==> config.mk <==
export PLATFORM = sky130hd
export DESIGN_NAME = kypd_scanner_flat
export DESIGN_NICKNAME = d
export VERILOG_FILES = /design/src/rtl/kypd_scanner_if.sv /design/src/rtl/kypd_scanner.sv /design/src/flat_wrapper.sv
export SDC_FILE = /design/constraint.sdc
export NUM_CORES = 1
export LEC_CHECK = 0
export CAP_MARGIN = 20
export CORE_MARGIN = 2
export CORE_UTILIZATION = 50
export CTS_BUF_LIST = sky130_fd_sc_hd__clkbuf_8
export DETAILED_ROUTE_END_ITERATION = 10
export PLACE_DENSITY = 0.64
export REMOVE_ABC_BUFFERS = 1
export SLEW_MARGIN = 30
export SYNTH_ARGS = -nofsm -noshare
export SYNTH_HDL_FRONTEND = slang
export SYNTH_SLANG_ARGS = --single-unit
==> constraint.sdc <==
create_clock -name clk -period 10 [get_ports clk]
set_clock_uncertainty 0.15 [all_clocks]
set_input_delay 1.5 -clock clk [delete_from_list [all_inputs] [get_ports clk]]
set_output_delay 1.5 -clock clk [all_outputs]
set_load 0.01 [all_outputs]
==> src/rtl/kypd_scanner_if.sv <==
// rtl/kypd_scanner_if.sv - key event stream between scanner and consumer
interface kypd_scanner_if #(
  parameter int CODE_W = 4
);
  logic              key_valid;
  logic              key_ready;
  logic [CODE_W-1:0] key_code;
  logic              key_release;

  modport master (output key_valid, key_code, key_release, input key_ready);
  modport slave  (input key_valid, key_code, key_release, output key_ready);
endinterface

==> src/rtl/kypd_scanner.sv <==
// rtl/kypd_scanner.sv - keypad matrix scanner with frame debounce and event FIFO
module kypd_scanner #(
  parameter int NUM_ROWS       = 4,
  parameter int NUM_COLS       = 4,
  parameter int COL_PERIOD     = 100000,
  parameter int SETTLE         = 8,
  parameter int DEBOUNCE_SCANS = 3,
  parameter int CODE_W         = $clog2(NUM_ROWS*NUM_COLS)
) (
  input  logic                clk,
  input  logic                rst_n,
  input  logic [NUM_ROWS-1:0] row_in,
  output logic [NUM_COLS-1:0] col_out,
  kypd_scanner_if.master      key_if,
  output logic                key_held,
  output logic [CODE_W-1:0]   held_code,
  output logic                multi_key,
  output logic                overflow
);
  localparam int NK    = NUM_ROWS*NUM_COLS;
  localparam int CNT_W = (COL_PERIOD > 1) ? $clog2(COL_PERIOD) : 1;
  localparam int COL_W = (NUM_COLS > 1) ? $clog2(NUM_COLS) : 1;
  localparam int STB_W = $clog2(DEBOUNCE_SCANS+1);
  localparam int EV_W  = CODE_W+1;
  localparam logic [CNT_W-1:0] CNT_LAST = CNT_W'(COL_PERIOD-1);
  localparam logic [CNT_W-1:0] CNT_SMP  = CNT_W'(SETTLE);
  localparam logic [COL_W-1:0] COL_LAST = COL_W'(NUM_COLS-1);
  localparam logic [STB_W-1:0] STB_MAX  = STB_W'(DEBOUNCE_SCANS);
  localparam logic [1:0] ST_NONE  = 2'd0;
  localparam logic [1:0] ST_KEY   = 2'd1;
  localparam logic [1:0] ST_MULTI = 2'd2;

  logic [NUM_ROWS-1:0] row_s1_q, row_s1_d, row_s2_q, row_s2_d;
  logic [CNT_W-1:0]    cnt_q, cnt_d;
  logic [COL_W-1:0]    col_q, col_d;
  logic [NK-1:0]       frame_q, frame_d;
  logic [1:0]          prev_type_q, prev_type_d, acc_type_q, acc_type_d;
  logic [CODE_W-1:0]   prev_code_q, prev_code_d, acc_code_q, acc_code_d;
  logic [STB_W-1:0]    stable_q, stable_d;
  logic [EV_W-1:0]     mem0_q, mem0_d, mem1_q, mem1_d;
  logic [1:0]          fcnt_q, fcnt_d;
  logic                ovf_q, ovf_d;

  logic              frame_end;
  logic [1:0]        cand_type, nset;
  logic [CODE_W-1:0] cand_code;
  logic              ev_vld [2];
  logic [EV_W-1:0]   ev [2];

  assign frame_end = (cnt_q == CNT_LAST) && (col_q == COL_LAST);

  always_comb begin
    row_s1_d = row_in;
    row_s2_d = row_s1_q;
    cnt_d    = (cnt_q == CNT_LAST) ? '0 : cnt_q + 1'b1;
    col_d    = col_q;
    if (cnt_q == CNT_LAST)
      col_d = (col_q == COL_LAST) ? '0 : col_q + 1'b1;
    frame_d = frame_q;
    if (cnt_q == CNT_SMP) begin
      for (int r = 0; r < NUM_ROWS; r++)
        for (int c = 0; c < NUM_COLS; c++)
          if (COL_W'(c) == col_q) frame_d[r*NUM_COLS+c] = ~row_s2_q[r];
    end
  end

  // Codes of non-KEY candidates are forced to 0 so whole-state compares stay simple.
  always_comb begin
    nset      = 2'd0;
    cand_code = '0;
    for (int i = 0; i < NK; i++) begin
      if (frame_q[i]) begin
        if (nset != 2'd2) nset = nset + 2'd1;
        cand_code = CODE_W'(i);
      end
    end
    cand_type = (nset == 2'd0) ? ST_NONE : (nset == 2'd1) ? ST_KEY : ST_MULTI;
    if (nset != 2'd1) cand_code = '0;
  end

  always_comb begin
    prev_type_d = prev_type_q;
    prev_code_d = prev_code_q;
    stable_d    = stable_q;
    acc_type_d  = acc_type_q;
    acc_code_d  = acc_code_q;
    for (int i = 0; i < 2; i++) begin
      ev_vld[i] = 1'b0;
      ev[i]     = '0;
    end
    if (frame_end) begin
      if ({cand_type, cand_code} == {prev_type_q, prev_code_q})
        stable_d = (stable_q == STB_MAX) ? stable_q : stable_q + 1'b1;
      else
        stable_d = STB_W'(1);
      prev_type_d = cand_type;
      prev_code_d = cand_code;
      if (stable_d == STB_MAX && {cand_type, cand_code} != {acc_type_q, acc_code_q}) begin
        acc_type_d = cand_type;
        acc_code_d = cand_code;
        if (acc_type_q == ST_KEY) begin
          ev_vld[0] = 1'b1;
          ev[0]     = {1'b1, acc_code_q};
        end
        if (cand_type == ST_KEY) begin
          if (ev_vld[0]) begin
            ev_vld[1] = 1'b1;
            ev[1]     = {1'b0, cand_code};
          end else begin
            ev_vld[0] = 1'b1;
            ev[0]     = {1'b0, cand_code};
          end
        end
      end
    end
  end

  // Pop first so a same-cycle pop frees a slot for the incoming event(s).
  always_comb begin
    mem0_d = mem0_q;
    mem1_d = mem1_q;
    fcnt_d = fcnt_q;
    ovf_d  = 1'b0;
    if (fcnt_q != 2'd0 && key_if.key_ready) begin
      mem0_d = mem1_q;
      fcnt_d = fcnt_q - 2'd1;
    end
    for (int i = 0; i < 2; i++) begin
      if (ev_vld[i]) begin
        if (fcnt_d == 2'd0) begin
          mem0_d = ev[i];
          fcnt_d = 2'd1;
        end else if (fcnt_d == 2'd1) begin
          mem1_d = ev[i];
          fcnt_d = 2'd2;
        end else begin
          ovf_d = 1'b1;
        end
      end
    end
  end

  always_ff @(posedge clk or negedge rst_n) begin
    if (!rst_n) begin
      row_s1_q    <= '1;
      row_s2_q    <= '1;
      cnt_q       <= '0;
      col_q       <= '0;
      frame_q     <= '0;
      prev_type_q <= ST_NONE;
      prev_code_q <= '0;
      stable_q    <= '0;
      acc_type_q  <= ST_NONE;
      acc_code_q  <= '0;
      mem0_q      <= '0;
      mem1_q      <= '0;
      fcnt_q      <= 2'd0;
      ovf_q       <= 1'b0;
    end else begin
      row_s1_q    <= row_s1_d;
      row_s2_q    <= row_s2_d;
      cnt_q       <= cnt_d;
      col_q       <= col_d;
      frame_q     <= frame_d;
      prev_type_q <= prev_type_d;
      prev_code_q <= prev_code_d;
      stable_q    <= stable_d;
      acc_type_q  <= acc_type_d;
      acc_code_q  <= acc_code_d;
      mem0_q      <= mem0_d;
      mem1_q      <= mem1_d;
      fcnt_q      <= fcnt_d;
      ovf_q       <= ovf_d;
    end
  end

  assign col_out            = ~(NUM_COLS'(1) << col_q);
  assign key_if.key_valid   = (fcnt_q != 2'd0);
  assign key_if.key_code    = mem0_q[CODE_W-1:0];
  assign key_if.key_release = mem0_q[CODE_W];
  assign key_held           = (acc_type_q == ST_KEY);
  assign held_code          = acc_code_q;
  assign multi_key          = (acc_type_q == ST_MULTI);
  assign overflow           = ovf_q;
endmodule

==> src/flat_wrapper.sv <==
// flat-port wrapper written by rule: the top's interface ports become plain ports
module kypd_scanner_flat 
#(
  parameter int NUM_ROWS       = 4,
  parameter int NUM_COLS       = 4,
  parameter int COL_PERIOD     = 100000,
  parameter int SETTLE         = 8,
  parameter int DEBOUNCE_SCANS = 3,
  parameter int CODE_W         = $clog2(NUM_ROWS*NUM_COLS)
)
  (clk, rst_n, row_in, col_out, key_held, held_code, multi_key, overflow, key_if_key_valid, key_if_key_code, key_if_key_release, key_if_key_ready);
  kypd_scanner_if #(.CODE_W(CODE_W)) key_if_i ();
  input  logic clk;
  input  logic rst_n;
  input  logic [NUM_ROWS-1:0] row_in;
  output logic [NUM_COLS-1:0] col_out;
  output logic key_held;
  output logic [CODE_W-1:0] held_code;
  output logic multi_key;
  output logic overflow;
  output wire logic [$bits(key_if_i.key_valid)-1:0] key_if_key_valid;
  output wire logic [$bits(key_if_i.key_code)-1:0] key_if_key_code;
  output wire logic [$bits(key_if_i.key_release)-1:0] key_if_key_release;
  input wire logic [$bits(key_if_i.key_ready)-1:0] key_if_key_ready;
  assign key_if_key_valid = key_if_i.key_valid;
  assign key_if_key_code = key_if_i.key_code;
  assign key_if_key_release = key_if_i.key_release;
  assign key_if_i.key_ready = key_if_key_ready;
  kypd_scanner #(.NUM_ROWS(NUM_ROWS), .NUM_COLS(NUM_COLS), .COL_PERIOD(COL_PERIOD), .SETTLE(SETTLE), .DEBOUNCE_SCANS(DEBOUNCE_SCANS), .CODE_W(CODE_W)) u_core (.clk(clk), .rst_n(rst_n), .row_in(row_in), .col_out(col_out), .key_if(key_if_i), .key_held(key_held), .held_code(held_code), .multi_key(multi_key), .overflow(overflow));
endmodule
==> summary.txt <==
STA
  • Final Setup Violations: 0
  • Final period utilization: just over 90%
  • Post-Route Setup TNS: 0 ns
  • Worst rel slew slack: 38.4%
  • Final WS setup: about 0.76 ns
  • Max Fclk: 108 MHz
  • RSZ-0062 raised after global routing: no
  • Post-route minimum period: slightly above 9 ns
  • Least-Margin Pin Slew: 0.915 ns
  • Final Hold Vio Count: 0
  • Pins Over Slew Limit: 0

Worst hold path
  • Hold Crit Class: flip-flop to flip-flop

Worst setup path
  • Critical Path Source Type: flip-flop
  • Req. time, crit path: between 10 and 15 ns
  • CP most frequent cell: a21oi_1
  • Critical Path End Type: flip-flop
  • Crit path max fanout: 19
  • Worst path slowest cell: o32ai_2
  • WS Path Type: flip-flop to flip-flop
  • Critical Path Max Stage Delay: 0.49 ns
  • Arr. time, crit path: 9.33 ns

Clock tree
  • Root Buffer: clkbuf_8
  • Post-CTS Hold Buffers: 0
  • Clock Pin Slew Worst Setup and Hold Paths: 0.08 ns
  • Longest Clk Path Bufs: 2
  • CTS tree: yes
  • Htree depth: 3
  • Skew-Pair Late Insertion Delay: approximately 0.36 ns
  • Num Clock Sinks: 70
  • Num CTS Buffers: 9

Drt
  • Residual DRC: 0
  • Drt pass-1 iters: 5
  • WL final: roughly 14 mm
  • Via count: just over 5000
  • Initial drt markers: 400
  • DR vias/cell: 6.20
  • Final ANT Viol Nets: 0
  • WL/cell: roughly 17 um

Job
  • MaxCap Viol Count: 0

Power
  • Leakage power total: roughly 2.5 nW
  • Net Sw Frac: about a third
  • Seq pwr share: 38.7%
  • Total chip power: approximately 0.77 mW
  • Comb pwr share: between 20% and 30%
  • Internal power: between 0.5 and 0.6 mW
  • Peak VDD IR: 0.158 mV
  • Pwr Density: about 120 nW/um^2
  • Clock network power share: roughly a third
  • Sw power: 0.253 mW

Layout
  • Fillers: approximately 1000
  • Post-route cell area: 6170 um^2
  • Sequential cell area: 1760 um^2
  • Layout cells sized above 1: a little under an eighth
  • Diode count: 0
  • Area growth, synth to finish: 8.28%
  • Area of the multi-input gates: around 3600 um^2
  • # nets final: ~720

Synth
  • Warnings from Yosys: 0
  • Mapped Area: about 5700 um^2
  • EDFF count, synth: 0
  • Mapped Cells: approximately 680
  • Asr flop ratio synth: 100%
  • Seq/Total Area, Yosys: a little over 30%
  • #FFs+latches synth: 70
  • Synth cell types: between 90 and 100
  • Synthesized area per cell: roughly 8.3 um^2
  • Ys flop type: dfrtp_1

Placement
  • Post-DP HPWL: approximately 10 mm
  • Routability Congestion: ~0.9
  • Number of buffers added on ports: 23
  • Post-DP Area: approximately 6000 um^2
  • Post-Place Setup Slack: around 0.67 ns

Die
  • Die Area: between 10000 and 15000 um^2
  • Starting density of the core: roughly 52%
  • I/O pin count: 24
  • Die height: about 110 um
  • Die width: around 110 um
  • Core Area: 11000 um^2
  • FP Rows: 38

Global routing
  • Vias in the first global route: between 5000 and 6000
  • Global-route wire length before repair: 24.3 mm
  • Largest net degree at the start of global routing: slightly above 70
  • GRT Total Usage: between 20% and 30%
  • Grt ovf: 0
  • Initial antenna violation count: 0

Status
  • Status: finished, final reports clean
[power groups by stage]
stage               combinational [mW]  clock, mW  sequential [mW]
floorplan                        0.158          0            0.301
CTS                              0.213      0.258            0.296
global placement                 0.208          0            0.302
global route                     0.243      0.272            0.297
detailed placement               0.211          0            0.302
finish                           0.216      0.253            0.296
[final timing paths]
check | start | end | slack [ns] | cells after the start
max | u_core.frame_q[0]$_DFFE_PN0P_ | u_core.mem0_q[1]$_DFF_PN0_ | 0.76 | 36
min | u_core.row_s1_q[3]$_DFF_PN1_ | u_core.row_s2_q[3]$_DFF_PN1_ | 0.20 | 0
max reg2reg | u_core.frame_q[0]$_DFFE_PN0P_ | u_core.mem0_q[1]$_DFF_PN0_ | 0.76 | 36
min reg2reg | u_core.row_s1_q[3]$_DFF_PN1_ | u_core.row_s2_q[3]$_DFF_PN1_ | 0.20 | 0
max in group asynchronous | rst_n | u_core.fcnt_q[1]$_DFF_PN0_ | 8.18 | 2
min in group asynchronous | rst_n | u_core.cnt_q[0]$_DFF_PN0_ | 1.09 | 2
[placed cells by master, fill, tap and decap left out, types with 6 or more instances in the layout]
cell type	count
o211ai_1	7
nand3_1	25
clkdlybuf4s50_1	22
a31oi_1	9
inv_1	31
nand4_1	10
mux2i_1	10
xor2_1	11
o21ai_0	47
a211oi_1	10
nand2_1	84
a21oi_1	40
dfstp_2	8
o22ai_1	7
nor4_1	8
o21ai_1	9
nor2_1	69
and2_1	8
clkbuf_8	9
nor3_1	18
xnor2_1	21
buf_4	6
nand2b_1	6
dfrtp_1	62
ha_1	19
[critical path, delay by kind of cell (launching register included)]
family / cells / cell delay, ns
AO/OA/AOI/OAI: 18 / 4.75
XOR/XNOR: 2 / 0.23
adder cells (fa/ha/maj): 4 / 1.06
buffers and inverters: 3 / 0.38
flip-flops: 1 / 0.40
multiplexers: 1 / 0.26
AND/OR/NAND/NOR: 8 / 1.88
[stage by stage]
step / instances / hold slack, ns / util, %
after floorplan: 651 / 0.195 / -
after global placement: 821 / 0.196 / 54.1
after detailed placement: 821 / 0.199 / 54.1
after CTS: 837 / 0.203 / 56.1
after global routing: 837 / 0.202 / 56.2
final: 837 / 0.200 / 56.2
[sequential cells by signal, indices dropped and copies added (netlist names), 4 cells and up]
name / count
u_core.row_s1_q: 4
u_core.held_code: 4
u_core.frame_q: 16
u_core.mem1_q: 5
u_core.prev_code_q: 4
u_core.row_s2_q: 4
u_core.cnt_q: 17
u_core.mem0_q: 5
[timing repair]
item | 4_1_cts | 5_1_grt
buffers inserted | 0 | 0
endpoints found under the setup margin | 0 | 6
resized for setup | 0 | 3
[metal layers]
layer | part of all wire, % | global-route usage (%) | up-vias | routed length, um
li1 | - | - | 2525 | -
met1 | 44 | 30.0 | 2470 | 6130
met3 | 4.6 | 4.43 | 37 | 650
met2 | 49 | 40.2 | 161 | 6930
met5 | 0 | 0 | - | 0
met4 | 2.6 | 8.92 | 0 | 372
[kinds of logic (layout without fill, tap and decap cells)]
family / Yosys count / in the layout / share of synthesized area, %
buf+inv: 65 / 79 / 5.78
fa+ha+maj: 19 / 19 / 4.17
simple gates: 271 / 271 / 23.5
flops: 70 / 70 / 30.9
compound gates: 208 / 208 / 27.0
mux: 15 / 15 / 2.81
xor+xnor: 35 / 35 / 5.78
[cells in the mapped netlist, types with 3 or more instances]
library cell / count / area [um^2]
o21ai_0: 48 / 240
a211o_1: 5 / 43.8
inv_1: 30 / 113
a21o_1: 4 / 30.0
o31ai_1: 5 / 37.5
nor2b_1: 5 / 31.3
xnor2_1: 21 / 184
mux2i_1: 10 / 100
o22ai_1: 7 / 43.8
a211oi_1: 10 / 75.1
a2111o_1: 3 / 33.8
nand4_1: 10 / 62.6
clkbuf_1: 7 / 26.3
o32ai_1: 5 / 43.8
o211ai_1: 7 / 52.6
o211a_1: 3 / 30.0
and3_1: 5 / 31.3
a221oi_1: 3 / 26.3
nor2_1: 69 / 259
o21ai_1: 8 / 40.0
a211oi_2: 4 / 50.1
or4b_2: 3 / 30.0
nand3b_1: 3 / 22.5
a31oi_1: 9 / 56.3
dfstp_2: 8 / 210
xor2_1: 11 / 96.3
nand2_1: 84 / 315
buf_4: 8 / 60.1
nand2b_1: 6 / 37.5
nand3_1: 25 / 125
nor3_2: 3 / 30.0
or2_2: 3 / 18.8
nor4_1: 8 / 50.1
and2_1: 9 / 56.3
dfrtp_1: 62 / 1550
buf_2: 11 / 55.1
ha_1: 19 / 238
nor3_1: 18 / 90.1
a21oi_1: 40 / 200
o22a_1: 4 / 35.0
mux2_2: 4 / 45.0
o2111ai_1: 4 / 35.0
[area by class of cell]
type,count,area share [%]
clock buffers,9,2.01
well taps,140,2.84
multi-input cells,548,58.6
repair buffers,30,4.56
inverters,33,2.01
clock inverters,7,1.46
flip-flops and latches,70,28.6
Note: power is estimated with default switching activity, not from simulation.
